### config.mk
export PLATFORM = sky130hd
export DESIGN_NAME = ps2_kb_rx
export DESIGN_NICKNAME = d
export VERILOG_FILES = /design/src/rtl/ps2_kb_rx.sv
export SDC_FILE = /design/constraint.sdc
export NUM_CORES = 1
export LEC_CHECK = 0
export ABC_AREA = 1
export BUFFER_PORTS_ARGS = -buffer_cell sky130_fd_sc_hd__buf_2
export CORE_MARGIN = 3
export CORE_UTILIZATION = 55
export DETAILED_ROUTE_END_ITERATION = 16
export GPL_TIMING_DRIVEN = 0
export PLACE_DENSITY = 0.74
export SETUP_SLACK_MARGIN = 0.3
export SLEW_MARGIN = 20
export SYNTH_ARGS = -nofsm -noshare
export SYNTH_HDL_FRONTEND = slang
export SYNTH_SLANG_ARGS = --single-unit
### constraint.sdc
create_clock -name clk -period 7.6 [get_ports clk]
set_input_delay 1.52 -clock clk [delete_from_list [all_inputs] [get_ports clk]]
set_output_delay 1.52 -clock clk [all_outputs]
set_load 0.03 [all_outputs]
### src/rtl/ps2_kb_rx.sv
// ps2_kb_rx: PS/2 keyboard receiver with keymap decode, held-key bitmap and event FIFO.
// Define PS2_KB_EXT_EN to treat E0 as an extended-code prefix whose following code is swallowed.
module ps2_kb_rx #(
  parameter int NUM_KEYS = 16,
  parameter logic [8*NUM_KEYS-1:0] KEYMAP = 128'h2A2B2D251A21231B1C241D15261E1622,
  parameter int FIFO_DEPTH = 4,
  parameter int TIMEOUT_CYCLES = 16384,
  localparam int KW = $clog2(NUM_KEYS + 1)
) (
  input  logic                clk,
  input  logic                rst,
  input  logic                ps2_clk,
  input  logic                ps2_data,
  output logic [NUM_KEYS-1:0] input_keys,
  output logic [KW-1:0]       newest_key_down,
  input  logic                clear_newest_key_down,
  output logic                ev_valid,
  output logic [KW:0]         ev_data,
  input  logic                ev_ready,
  output logic                frame_error,
  output logic                ev_overflow
);
  localparam int WW = $clog2(TIMEOUT_CYCLES + 1);
  localparam int AW = $clog2(FIFO_DEPTH);
  typedef enum logic [1:0] {IDLE, DATA, PARITY, STOP} state_e;
  state_e state_q, state_d;
  logic [2:0] ck_q;
  logic [1:0] dt_q;
  logic [2:0] bc_q, bc_d;
  logic [7:0] sh_q, sh_d;
  logic par_q, par_d;
  logic [WW-1:0] wd_q;
  logic fall, bit_w, timeout, byte_ok, bad;
  logic hit, is_f0, is_e0, skip, act, held, make_new, brk, push_req;
  logic [KW-1:0] idx;
  logic [NUM_KEYS-1:0] oh, keys_q, keys_d;
  logic rel_q, rel_d;
  logic [KW-1:0] newest_q;
  logic [KW:0] mem_q [FIFO_DEPTH];
  logic [AW-1:0] wp_q, rp_q;
  logic [AW:0] fc_q;
  logic pop, push, full, ferr_q, ovf_q;
  assign fall = ck_q[2] & ~ck_q[1];
  assign bit_w = dt_q[1];
  assign timeout = (state_q != IDLE) && !fall && (wd_q == WW'(TIMEOUT_CYCLES - 2));
  always_comb begin
    state_d = state_q;
    bc_d = bc_q;
    sh_d = sh_q;
    par_d = par_q;
    byte_ok = 1'b0;
    bad = 1'b0;
    if (timeout) state_d = IDLE;
    else if (fall)
      case (state_q)
        IDLE: begin
          state_d = bit_w ? IDLE : DATA;
          bc_d = '0;
        end
        DATA: begin
          sh_d = {bit_w, sh_q[7:1]};
          bc_d = bc_q + 3'd1;
          state_d = (bc_q == 3'd7) ? PARITY : DATA;
        end
        PARITY: begin
          par_d = ^{sh_q, bit_w};
          state_d = STOP;
        end
        default: begin
          state_d = IDLE;
          byte_ok = bit_w & par_q;
          bad = ~(bit_w & par_q);
        end
      endcase
  end
  always_comb begin
    hit = 1'b0;
    idx = '0;
    for (int i = NUM_KEYS - 1; i >= 0; i--)
      if (KEYMAP[8*i +: 8] == sh_q) begin
        hit = 1'b1;
        idx = KW'(i);
      end
  end
  assign is_f0 = sh_q == 8'hF0;
`ifdef PS2_KB_EXT_EN
  logic ext_q, ext_d;
  assign is_e0 = sh_q == 8'hE0;
  assign skip = ext_q;
  assign ext_d = (bad | timeout) ? 1'b0 : (byte_ok && !is_f0) ? is_e0 : ext_q;
  always_ff @(posedge clk or posedge rst)
    if (rst) ext_q <= 1'b0;
    else ext_q <= ext_d;
`else
  assign is_e0 = 1'b0;
  assign skip = 1'b0;
`endif
  assign oh = hit ? (NUM_KEYS'(1) << idx) : '0;
  assign held = |(keys_q & oh);
  assign act = byte_ok && !is_f0 && !is_e0 && hit && !skip;
  assign make_new = act && !rel_q && !held;
  assign brk = act && rel_q && held;
  assign push_req = make_new | brk;
  assign keys_d = make_new ? (keys_q | oh) : brk ? (keys_q & ~oh) : keys_q;
  assign rel_d = (bad | timeout) ? 1'b0 : byte_ok ? (is_f0 | (is_e0 & rel_q)) : rel_q;
  // Full FIFO still accepts a push when the head leaves in the same cycle.
  assign full = fc_q == (AW + 1)'(FIFO_DEPTH);
  assign pop = ev_valid && ev_ready;
  assign push = push_req && (!full || pop);
  always_ff @(posedge clk or posedge rst)
    if (rst) begin
      ck_q <= '1;
      dt_q <= '1;
      state_q <= IDLE;
      bc_q <= '0;
      sh_q <= '0;
      par_q <= 1'b0;
      wd_q <= '0;
      keys_q <= '0;
      rel_q <= 1'b0;
      newest_q <= KW'(NUM_KEYS);
      wp_q <= '0;
      rp_q <= '0;
      fc_q <= '0;
      ferr_q <= 1'b0;
      ovf_q <= 1'b0;
    end else begin
      ck_q <= {ck_q[1:0], ps2_clk};
      dt_q <= {dt_q[0], ps2_data};
      state_q <= state_d;
      bc_q <= bc_d;
      sh_q <= sh_d;
      par_q <= par_d;
      wd_q <= (fall || state_q == IDLE) ? '0 : wd_q + WW'(1);
      keys_q <= keys_d;
      rel_q <= rel_d;
      newest_q <= make_new ? idx : clear_newest_key_down ? KW'(NUM_KEYS) : newest_q;
      wp_q <= push ? wp_q + AW'(1) : wp_q;
      rp_q <= pop ? rp_q + AW'(1) : rp_q;
      fc_q <= fc_q + (AW + 1)'(push) - (AW + 1)'(pop);
      ferr_q <= bad | timeout;
      ovf_q <= ovf_q | (push_req & ~push);
    end
  always_ff @(posedge clk or posedge rst)
    if (rst) for (int i = 0; i < FIFO_DEPTH; i++) mem_q[i] <= '0;
    else if (push) mem_q[wp_q] <= {brk, idx};
  assign input_keys = keys_q;
  assign newest_key_down = newest_q;
  assign ev_valid = fc_q != '0;
  assign ev_data = mem_q[rp_q];
  assign frame_error = ferr_q;
  assign ev_overflow = ovf_q;
endmodule

==> metrics, run 1 <==
post-synthesis async set-or-reset flop share=100.0%; CP Max Fanout=10; Logic pwr share=34.4%; boundary pin count=36; Clock power frac=approximately a quarter; largest net degree at the start of global routing=54; first-pass GRT wire length=16880 um; RSZ-0062 raised after global routing=no; routed wire length=9863 um; r2r endpoint=fc_q[2]$_DFF_PP0_; non-filler cells, final=717; H-Tree Depth=3; total number of vias=3895; number of global-route vias before repair=3715; hold crit path type=register to register; sw frac=38.89%; ranking of synthesized cells by area=dfrtp_1 (44%), nand2_1 (12%), o21ai_0 (6.1%), nor2_1 (5.3%), inv_1 (4.2%); number of buffers added on ports=34; Syn Area/Cell=7.989 um^2; Tcrit/Tclk final=43.20%; EDFF count, synth=0; clock sinks=85; CTS tree=built; Post-Synth Simple-Gate Area=29.66%; Synth Area in XOR/XNOR=1.361%; drt initial violations=between 200 and 250; Leak Pwr=roughly 0.0025 uW; status=finished, final reports clean; starting density of the core=57.41%; Internal Power=866.9 uW; fmax=between 300 and 400 MHz; startpoint types=register; worst setup path start=sh_q[2]$_DFFE_PP0P_; CTS resizes=0; largest family of logic cells by synthesized area=simple AND/OR/NAND/NOR gates; Worst EP required=7.86 ns; DRC viols=0; layout cells sized above 1=around 16%; Setup Fix Bufs, Post-CTS=0; Mapped Cells=564; gr busiest metal=met2; cell taking the most area after synthesis=dfrtp_1; Worst R2R Path Depth=18; GRT overflow=0; vias per std cell=approximately 5.4; final-report hold violation count=0; Setup TNS Final=0 ns; Clock Pin Slew Worst Setup and Hold Paths=about 0.09 ns; sequential fraction of the synthesis area=47.38%; post-synth cell types=38; Compound-Gate Fraction of Synth Area=10.77%; met2 Usage GRT=between 30% and 40%; synthesized flop and latch total=85; MaxCap Viol Count=0; total die area=approximately 9300 um^2; nets=627; DP Cell Count=~700; core area=a little under 8000 um^2; WP data arrival=3.54 ns; GPL Wtd Cong=0.8860; length of the first detailed-routing pass in iterations=6; CP peak stage delay=0.37 ns; CP Class=register to register; Max Clock Skew=~0.0075 ns; clock buffer count from CTS=9; CTS root buffer=clkbuf_8; RR Startpoint=sh_q[2]$_DFFE_PP0P_; antenna violations before repair=0; ys flop type=dfrtp_1; Synth Cell Area=between 4000 and 5000 um^2; Die Height=96.51 um; Worst-Skew Late Latency=0.36 ns; crit path max-delay cell type=dfrtp_1; Chip Width=96.51 um; Total GRT Usage=23.19%; maximum vdd drop=0.0001827 V; mux share of post-synthesis cell area=0%; Seq pwr share=around 40%; met1 Use GR=31.21%; area delta synth->final=12.30%; syn_nets=581; delay-heaviest family, CP=simple AND/OR/NAND/NOR gates; Critical Path Stages=18; Psw=roughly 550 uW; Rows=32; max-slew violations=0; Yosys top cell area share=between 40% and 50%; Final setup viols=0; CP endpoint kind=register; min cycle time layout=3.283 ns; grt met3 use=4.028%; Buf+Inv Stages, Crit Path=4; largest buffer count on any clock path=2; post-DP HPWL=7086 um; final antenna-violating net count=0; hold-fix buffers at CTS=0; antenna cells=0; Yosys warning total=0; mean routed wirelength per cell=13.76 um; Critical Path Sink=fc_q[2]$_DFF_PP0_; Cell Pwr Density=280.4 nW/um^2; critical path, cell by cell=buf_4 -> nor2_1 -> nand2_1 -> nor2_2 -> nor2_1 -> nand3_2 -> nor2_2 -> nor2_4 -> nand3_2 -> nand2_2 -> buf_8 -> nand2_2 -> ha_1 -> inv_1 -> ha_1 -> inv_1 -> fa_1 -> xor2_1; Adder-Cell Fraction of Synth Area=3.221%; r2r setup slk=4.32 ns
layer usage:
metal	up-vias	part of all wire, %
li1	1947	-
met1	1827	44
met2	106	49
met3	15	5.0
met4	0	1.7
met5	-	0
Yosys cell counts, types with 5 or more instances:
cell	number
nand4_1	29
inv_1	51
a21oi_1	13
o22ai_1	5
o21ai_0	55
nand2_1	139
dfrtp_1	79
ha_1	10
dfstp_2	6
nor2_2	11
nor3_1	9
clkbuf_1	10
o21ai_1	8
buf_4	6
inv_2	8
nor2_1	64
nand3_1	22
cell type report:
class / instances / area, um^2
tap: 102 / 127.6
timing repair buffer: 35 / 197.7
clock buffer: 11 / 141.4
buffer: 19 / 113.9
inverter: 60 / 227.7
sequential: 85 / 2135
clock inverter: 5 / 85.08
multi-input combinational: 400 / 2032
fill: 706 / 2788
placed cells by master (no fill, tap or decap), drive strengths merged:
cell type | netlist | final
inv | 59 | 59
clkbuf | 10 | 21
a211oi | 4 | 4
bufinv | 0 | 2
nand3b | 1 | 1
o21ai | 63 | 63
nor3b | 1 | 1
buf | 9 | 44
nor2 | 77 | 77
nand4 | 29 | 29
o211ai | 1 | 1
nand2 | 142 | 142
o221ai | 1 | 1
o21a | 1 | 1
nand3 | 29 | 29
o22ai | 5 | 5
a21o | 1 | 1
conb | 1 | 1
dfstp | 6 | 6
xnor2 | 3 | 3
clkinvlp | 0 | 1
xor2 | 4 | 4
dfrtp | 79 | 79
clkinv | 1 | 3
a31oi | 2 | 2
nor3 | 9 | 9
or2 | 2 | 2
fa | 1 | 1
ha | 10 | 10
a21oi | 13 | 13
worst min-delay path by stage:
stage	start	endpoint	slack, ns	cells past startpoint
after floorplan	ck_q[0]$_DFF_PP1_	ck_q[1]$_DFF_PP1_	0.35	0
final	dt_q[0]$_DFF_PP1_	dt_q[1]$_DFF_PP1_	0.36	0
after detailed placement	dt_q[0]$_DFF_PP1_	dt_q[1]$_DFF_PP1_	0.35	0
after global placement	dt_q[0]$_DFF_PP1_	dt_q[1]$_DFF_PP1_	0.35	0
after global routing	dt_q[0]$_DFF_PP1_	dt_q[1]$_DFF_PP1_	0.37	0
after CTS	dt_q[0]$_DFF_PP1_	dt_q[1]$_DFF_PP1_	0.36	0
kinds of logic after synthesis:
family	count (synthesis)
buffers and inverters	79
AO/OA/AOI/OAI	91
XOR/XNOR	7
other	1
AND/OR/NAND/NOR	290
flip-flops	85
adder cells (fa/ha/maj)	11
power by group through the flow:
stage,registers [uW],clock network [uW],logic (uW)
final,568,363,487
after global routing,578,392,552
after CTS,568,374,486
after detailed placement,576,0,482
after global placement,573,0,471
after floorplan,565,0,382
per-stage QoR:
stage                     hold slack (ns)  power [uW]  utilization (%)  instance area, um^2  setup WS, ns
after detailed placement           0.3469        1058            61.59                 4833         3.988
after CTS                          0.3602        1428            64.48                 5060         4.339
after global placement             0.3455        1044            61.21                 4803         2.907
after floorplan                    0.3452       947.2                -                 4506         3.896
after global routing               0.3655        1522            64.48                 5060         3.990
final                              0.3585        1419            64.48                 5060         4.317
worst register-to-register path, delay by kind of cell (launching register included):
family                     cells  cell delay (ns)
xor gates and xnor gates       1             0.17
buffers and inverters          4             0.45
adders and majority gates      3             0.76
DFF                            1             0.37
and+or+nand+nor               10             1.45
Note: power is estimated with default switching activity, not from simulation.
==> inputs of run 2 (changes only) <==
--- a/config.mk
+++ b/config.mk
@@ -5,13 +5,13 @@
 export SDC_FILE = /design/constraint.sdc
 export NUM_CORES = 1
 export LEC_CHECK = 0
-export ABC_AREA = 1
+export ABC_AREA = 0
 export BUFFER_PORTS_ARGS = -buffer_cell sky130_fd_sc_hd__buf_2
 export CORE_MARGIN = 3
 export CORE_UTILIZATION = 55
 export DETAILED_ROUTE_END_ITERATION = 16
 export GPL_TIMING_DRIVEN = 0
-export PLACE_DENSITY = 0.74
+export PLACE_DENSITY = 0.77
 export SETUP_SLACK_MARGIN = 0.3
 export SLEW_MARGIN = 20
 export SYNTH_ARGS = -nofsm -noshare
==> constraint.sdc (replaced) <==
create_clock -name clk -period 2.85 [get_ports clk]
set_input_delay 0.57 -clock clk [delete_from_list [all_inputs] [get_ports clk]]
set_output_delay 0.57 -clock clk [all_outputs]
set_load 0.03 [all_outputs]
==> run 2 against run 1 <==
  * The run now ends with setup timing left
  * Critical path depth down 1
  * Core utilization up 8.3 points
  * Via count is 1.1% higher
  * Critical path type unchanged
==> metrics, run 2 <==
hold crit path type=input pin to async pin; crit path max-delay cell type=a311o_1; Yosys top cell area share=41.17% (-2.7 points); Worst-Skew Late Latency=0.36 ns (about the same); CP Max Fanout=10 (unchanged); r2r setup slk=-0.96 ns (-5.28 ns); antenna violations before repair=0 (unchanged); RSZ-0062 raised after global routing=yes; boundary pin count=36 (unchanged); final setup margin=-0.9598 ns (-5.276 ns); number of buffers added on ports=34 (unchanged); failing checks=setup timing; WP data arrival=4.06 ns (+0.52 ns); MaxCap Viol Count=0 (unchanged); syn_nets=469 (-19%); fmax=262.5 MHz (-14%); status=complete, but fails checks; top layer in use=met4; vias per std cell=6.107 (+12%); CTS root buffer=clkbuf_8; Syn Area/Cell=10.62 um^2 (+33%); mean routed wirelength per cell=18.93 um (+38%); Worst EP required=3.10 ns (-4.76 ns); Chip Width=99.44 um (+3.0%); critical path, cell by cell=buf_6 -> nor3b_1 -> and4bb_2 -> or2_4 -> buf_8 -> a311o_1 -> a221oi_4 -> nand3_4 -> a21boi_4 -> inv_1 -> ha_1 -> inv_1 -> ha_1 -> inv_1 -> fa_2 -> xnor2_2 -> xnor2_1; Met2 Routed Length=6087 um (+27%); ys flop type=dfrtp_1; Final setup viols=47 (+47); drt initial violations=311 (+33%); number of global-route vias before repair=3794 (+2.1%); sequential fraction of the synthesis area=44.45% (-2.9 points); Tcrit/Tclk final=133.7% (+90 points); total number of vias=3939 (+1.1%); clock buffer count from CTS=9 (unchanged); Worst slew margin=between 20 and 30%; CTS tree=built; count leader, synth=dfrtp_1; total die area=9888 um^2 (+6.2%); CP peak stage delay=0.42 ns (+0.05 ns); wl on met1=4965 um (+13%); final-report hold violation count=0 (unchanged); Leak Pwr=0.002690 uW (+7.4%); commonest cells after routing, fill and taps aside=dfrtp_1 (78), nand2_1 (51), buf_2 (36); Synth Cell Area=4802 um^2 (+6.6%); largest net degree at the start of global routing=37 (-31%); CP Class=register to register; clock sinks=85 (unchanged); GRT overflow=0 (unchanged); GPL Wtd Cong=0.9021 (+1.8%); length of the first detailed-routing pass in iterations=5 (-1); H-Tree Depth=3 (unchanged); dpl cell area=5256 um^2 (+8.7%); Yosys warning total=0 (unchanged); fillers=537 (-24%); ranking of synthesized cells by area=dfrtp_1 (41%), mux2_4 (5.3%), nand2_1 (4.4%), dfstp_2 (3.3%), o21ai_0 (3.2%); Final Cell Area=6073 um^2 (+20%); hold-fix buffers at CTS=0 (unchanged); commonest non-fill, non-tap cell in the layout=dfrtp_1; maximum vdd drop=0.0004316 V (+140%); final antenna-violating net count=0 (unchanged); core area=8341 um^2 (+6.3%); post-synth cell types=84 (+120%); min cycle time layout=3.810 ns (+0.5264 ns); area delta synth->final=26.47%; Max Clock Skew=0.01513 ns (+0.007673 ns); antenna cells=0 (unchanged); max-slew violations=0 (unchanged); first-pass GRT wire length=18690 um (+11%); most common cell type on the critical path=inv_1; Cell Pwr Density=684.9 nW/um^2 (+140%); r2r endpoint=fc_q[2]$_DFF_PP0_; Clock Pin Slew Worst Setup and Hold Paths=0.09 ns (about the same); nets=552 (-12%); RR Startpoint=sh_q[2]$_DFFE_PP0P_; DRC viols=0 (unchanged); post-DP HPWL=7264 um (+2.5%); synthesized flop and latch total=85 (unchanged); Slew @ Worst Pin=1.076 ns; Post-synth top cells=dfrtp_1 (79), nand2_1 (56), o21ai_0 (31); Die Height=99.44 um (+3.0%); startpoint types=register; layout cells sized above 1=37.78% (+22 points); largest buffer count on any clock path=2 (unchanged); met3 WL=703 um (+42%); routed wire length=12210 um (+24%); EDFF count, synth=0 (unchanged); Total GRT Usage=23.55% (+0.36 points); Worst R2R Path Depth=17 (-1); total power=4160 uW (+190%); Mapped Cells=452 (-20%); starting density of the core=57.58% (+0.16 points); Rows=33 (+3.1%); post-synthesis async set-or-reset flop share=100.0% (unchanged); cell taking the most area after synthesis=dfrtp_1; CP endpoint kind=register
==> run 2: cell types whose count changed after synthesis, moves of 11 or more <==
cell     before  now
nor2_2       11    0
nor2_1       64   27
mux2_4        0   17
inv_1        51   13
nand2_1     139   56
o21ai_0      55   31
nand4_1      29    7
==> run 2: power breakdown <==
part / internal (uW) / switching [uW]
Combinational: 773 / 947
Sequential: 1350 / 121
Clock: 505 / 460
Total: 2630 / 1530
==> run 2: what timing repair did <==
| action | CTS | global route |
|---|---|---|
| hold endpoints to repair | 0 | 0 |
| cloned | 1 | 0 |
| endpoints found under the setup margin | 47 | 52 |
| resized for setup | 57 | 21 |
| pin swaps | 31 | 12 |
| buffers inserted | 26 | 9 |
==> run 2: layer usage <==
layer	vias up	global-route usage (%)
li1	1776	-
met1	1906	31.46
met2	199	38.74
met3	58	3.857
met4	0	8.824
met5	-	0
==> run 2: how the worst max path moves through the flow <==
| stage | start | endpoint | slack [ns] | depth (start not counted) |
|---|---|---|---|---|
| finish | sh_q[2]$_DFFE_PP0P_ | fc_q[2]$_DFF_PP0_ | -0.96 | 17 |
| global route | sh_q[1]$_DFFE_PP0P_ | fc_q[2]$_DFF_PP0_ | -1.10 | 18 |
| CTS | sh_q[5]$_DFFE_PP0P_ | fc_q[2]$_DFF_PP0_ | -0.88 | 17 |
| detailed placement | sh_q[7]$_DFFE_PP0P_ | fc_q[2]$_DFF_PP0_ | -1.40 | 18 |
| global placement | sh_q[7]$_DFFE_PP0P_ | fc_q[2]$_DFF_PP0_ | -1.28 | 18 |
| floorplan | sh_q[1]$_DFFE_PP0P_ | fc_q[2]$_DFF_PP0_ | -0.91 | 17 |
==> run 2: area by class of cell <==
type,count,area [um^2],area share (%)
Tap cell,105,131.4,2.163
Timing Repair Buffer,72,545.5,8.982
Clock inverter,6,96.34,1.586
Buffer,23,198.9,3.276
Multi-Input combinational cell,331,2785,45.86
Clock buffer,10,127.6,2.101
Sequential cell,85,2136,35.17
Inverter,13,52.55,0.8653
==> run 2: kinds of logic after synthesis <==
| family | count (synthesis) | synth area share [%] |
|---|---|---|
| compound gates | 89 | 14.44 |
| mux | 25 | 8.338 |
| xor+xnor | 25 | 4.951 |
| simple gates | 180 | 20.97 |
| other cells | 1 | 0.07809 |
| fa+ha+maj | 11 | 3.022 |
| flops | 85 | 44.45 |
| buf+inv | 36 | 3.752 |
==> run 2: critical path, delay by kind of cell, from the launching register on <==
family	cells	cell delay, ns
xor+xnor	2	0.28
flops	1	0.40
fa+ha+maj	3	0.73
compound gates	3	0.94
buf+inv	5	0.45
simple gates	4	0.89
==> run 2: per-stage QoR <==
| step | cells | utilization [%] | TNS [ns] | hold slack, ns | setup slack, ns |
|---|---|---|---|---|---|
| after floorplan | 452 | - | -3.486 | 0.3452 | -0.9090 |
| after global placement | 591 | 62.54 | -16.59 | 0.3454 | -1.284 |
| after detailed placement | 593 | 63.02 | -20.30 | 0.3476 | -1.397 |
| after CTS | 636 | 71.09 | -12.11 | 0.2302 | -0.8826 |
| after global routing | 645 | 72.82 | -26.39 | 0.2446 | -1.095 |
| final | 645 | 72.82 | -23.40 | 0.2293 | -0.9598 |
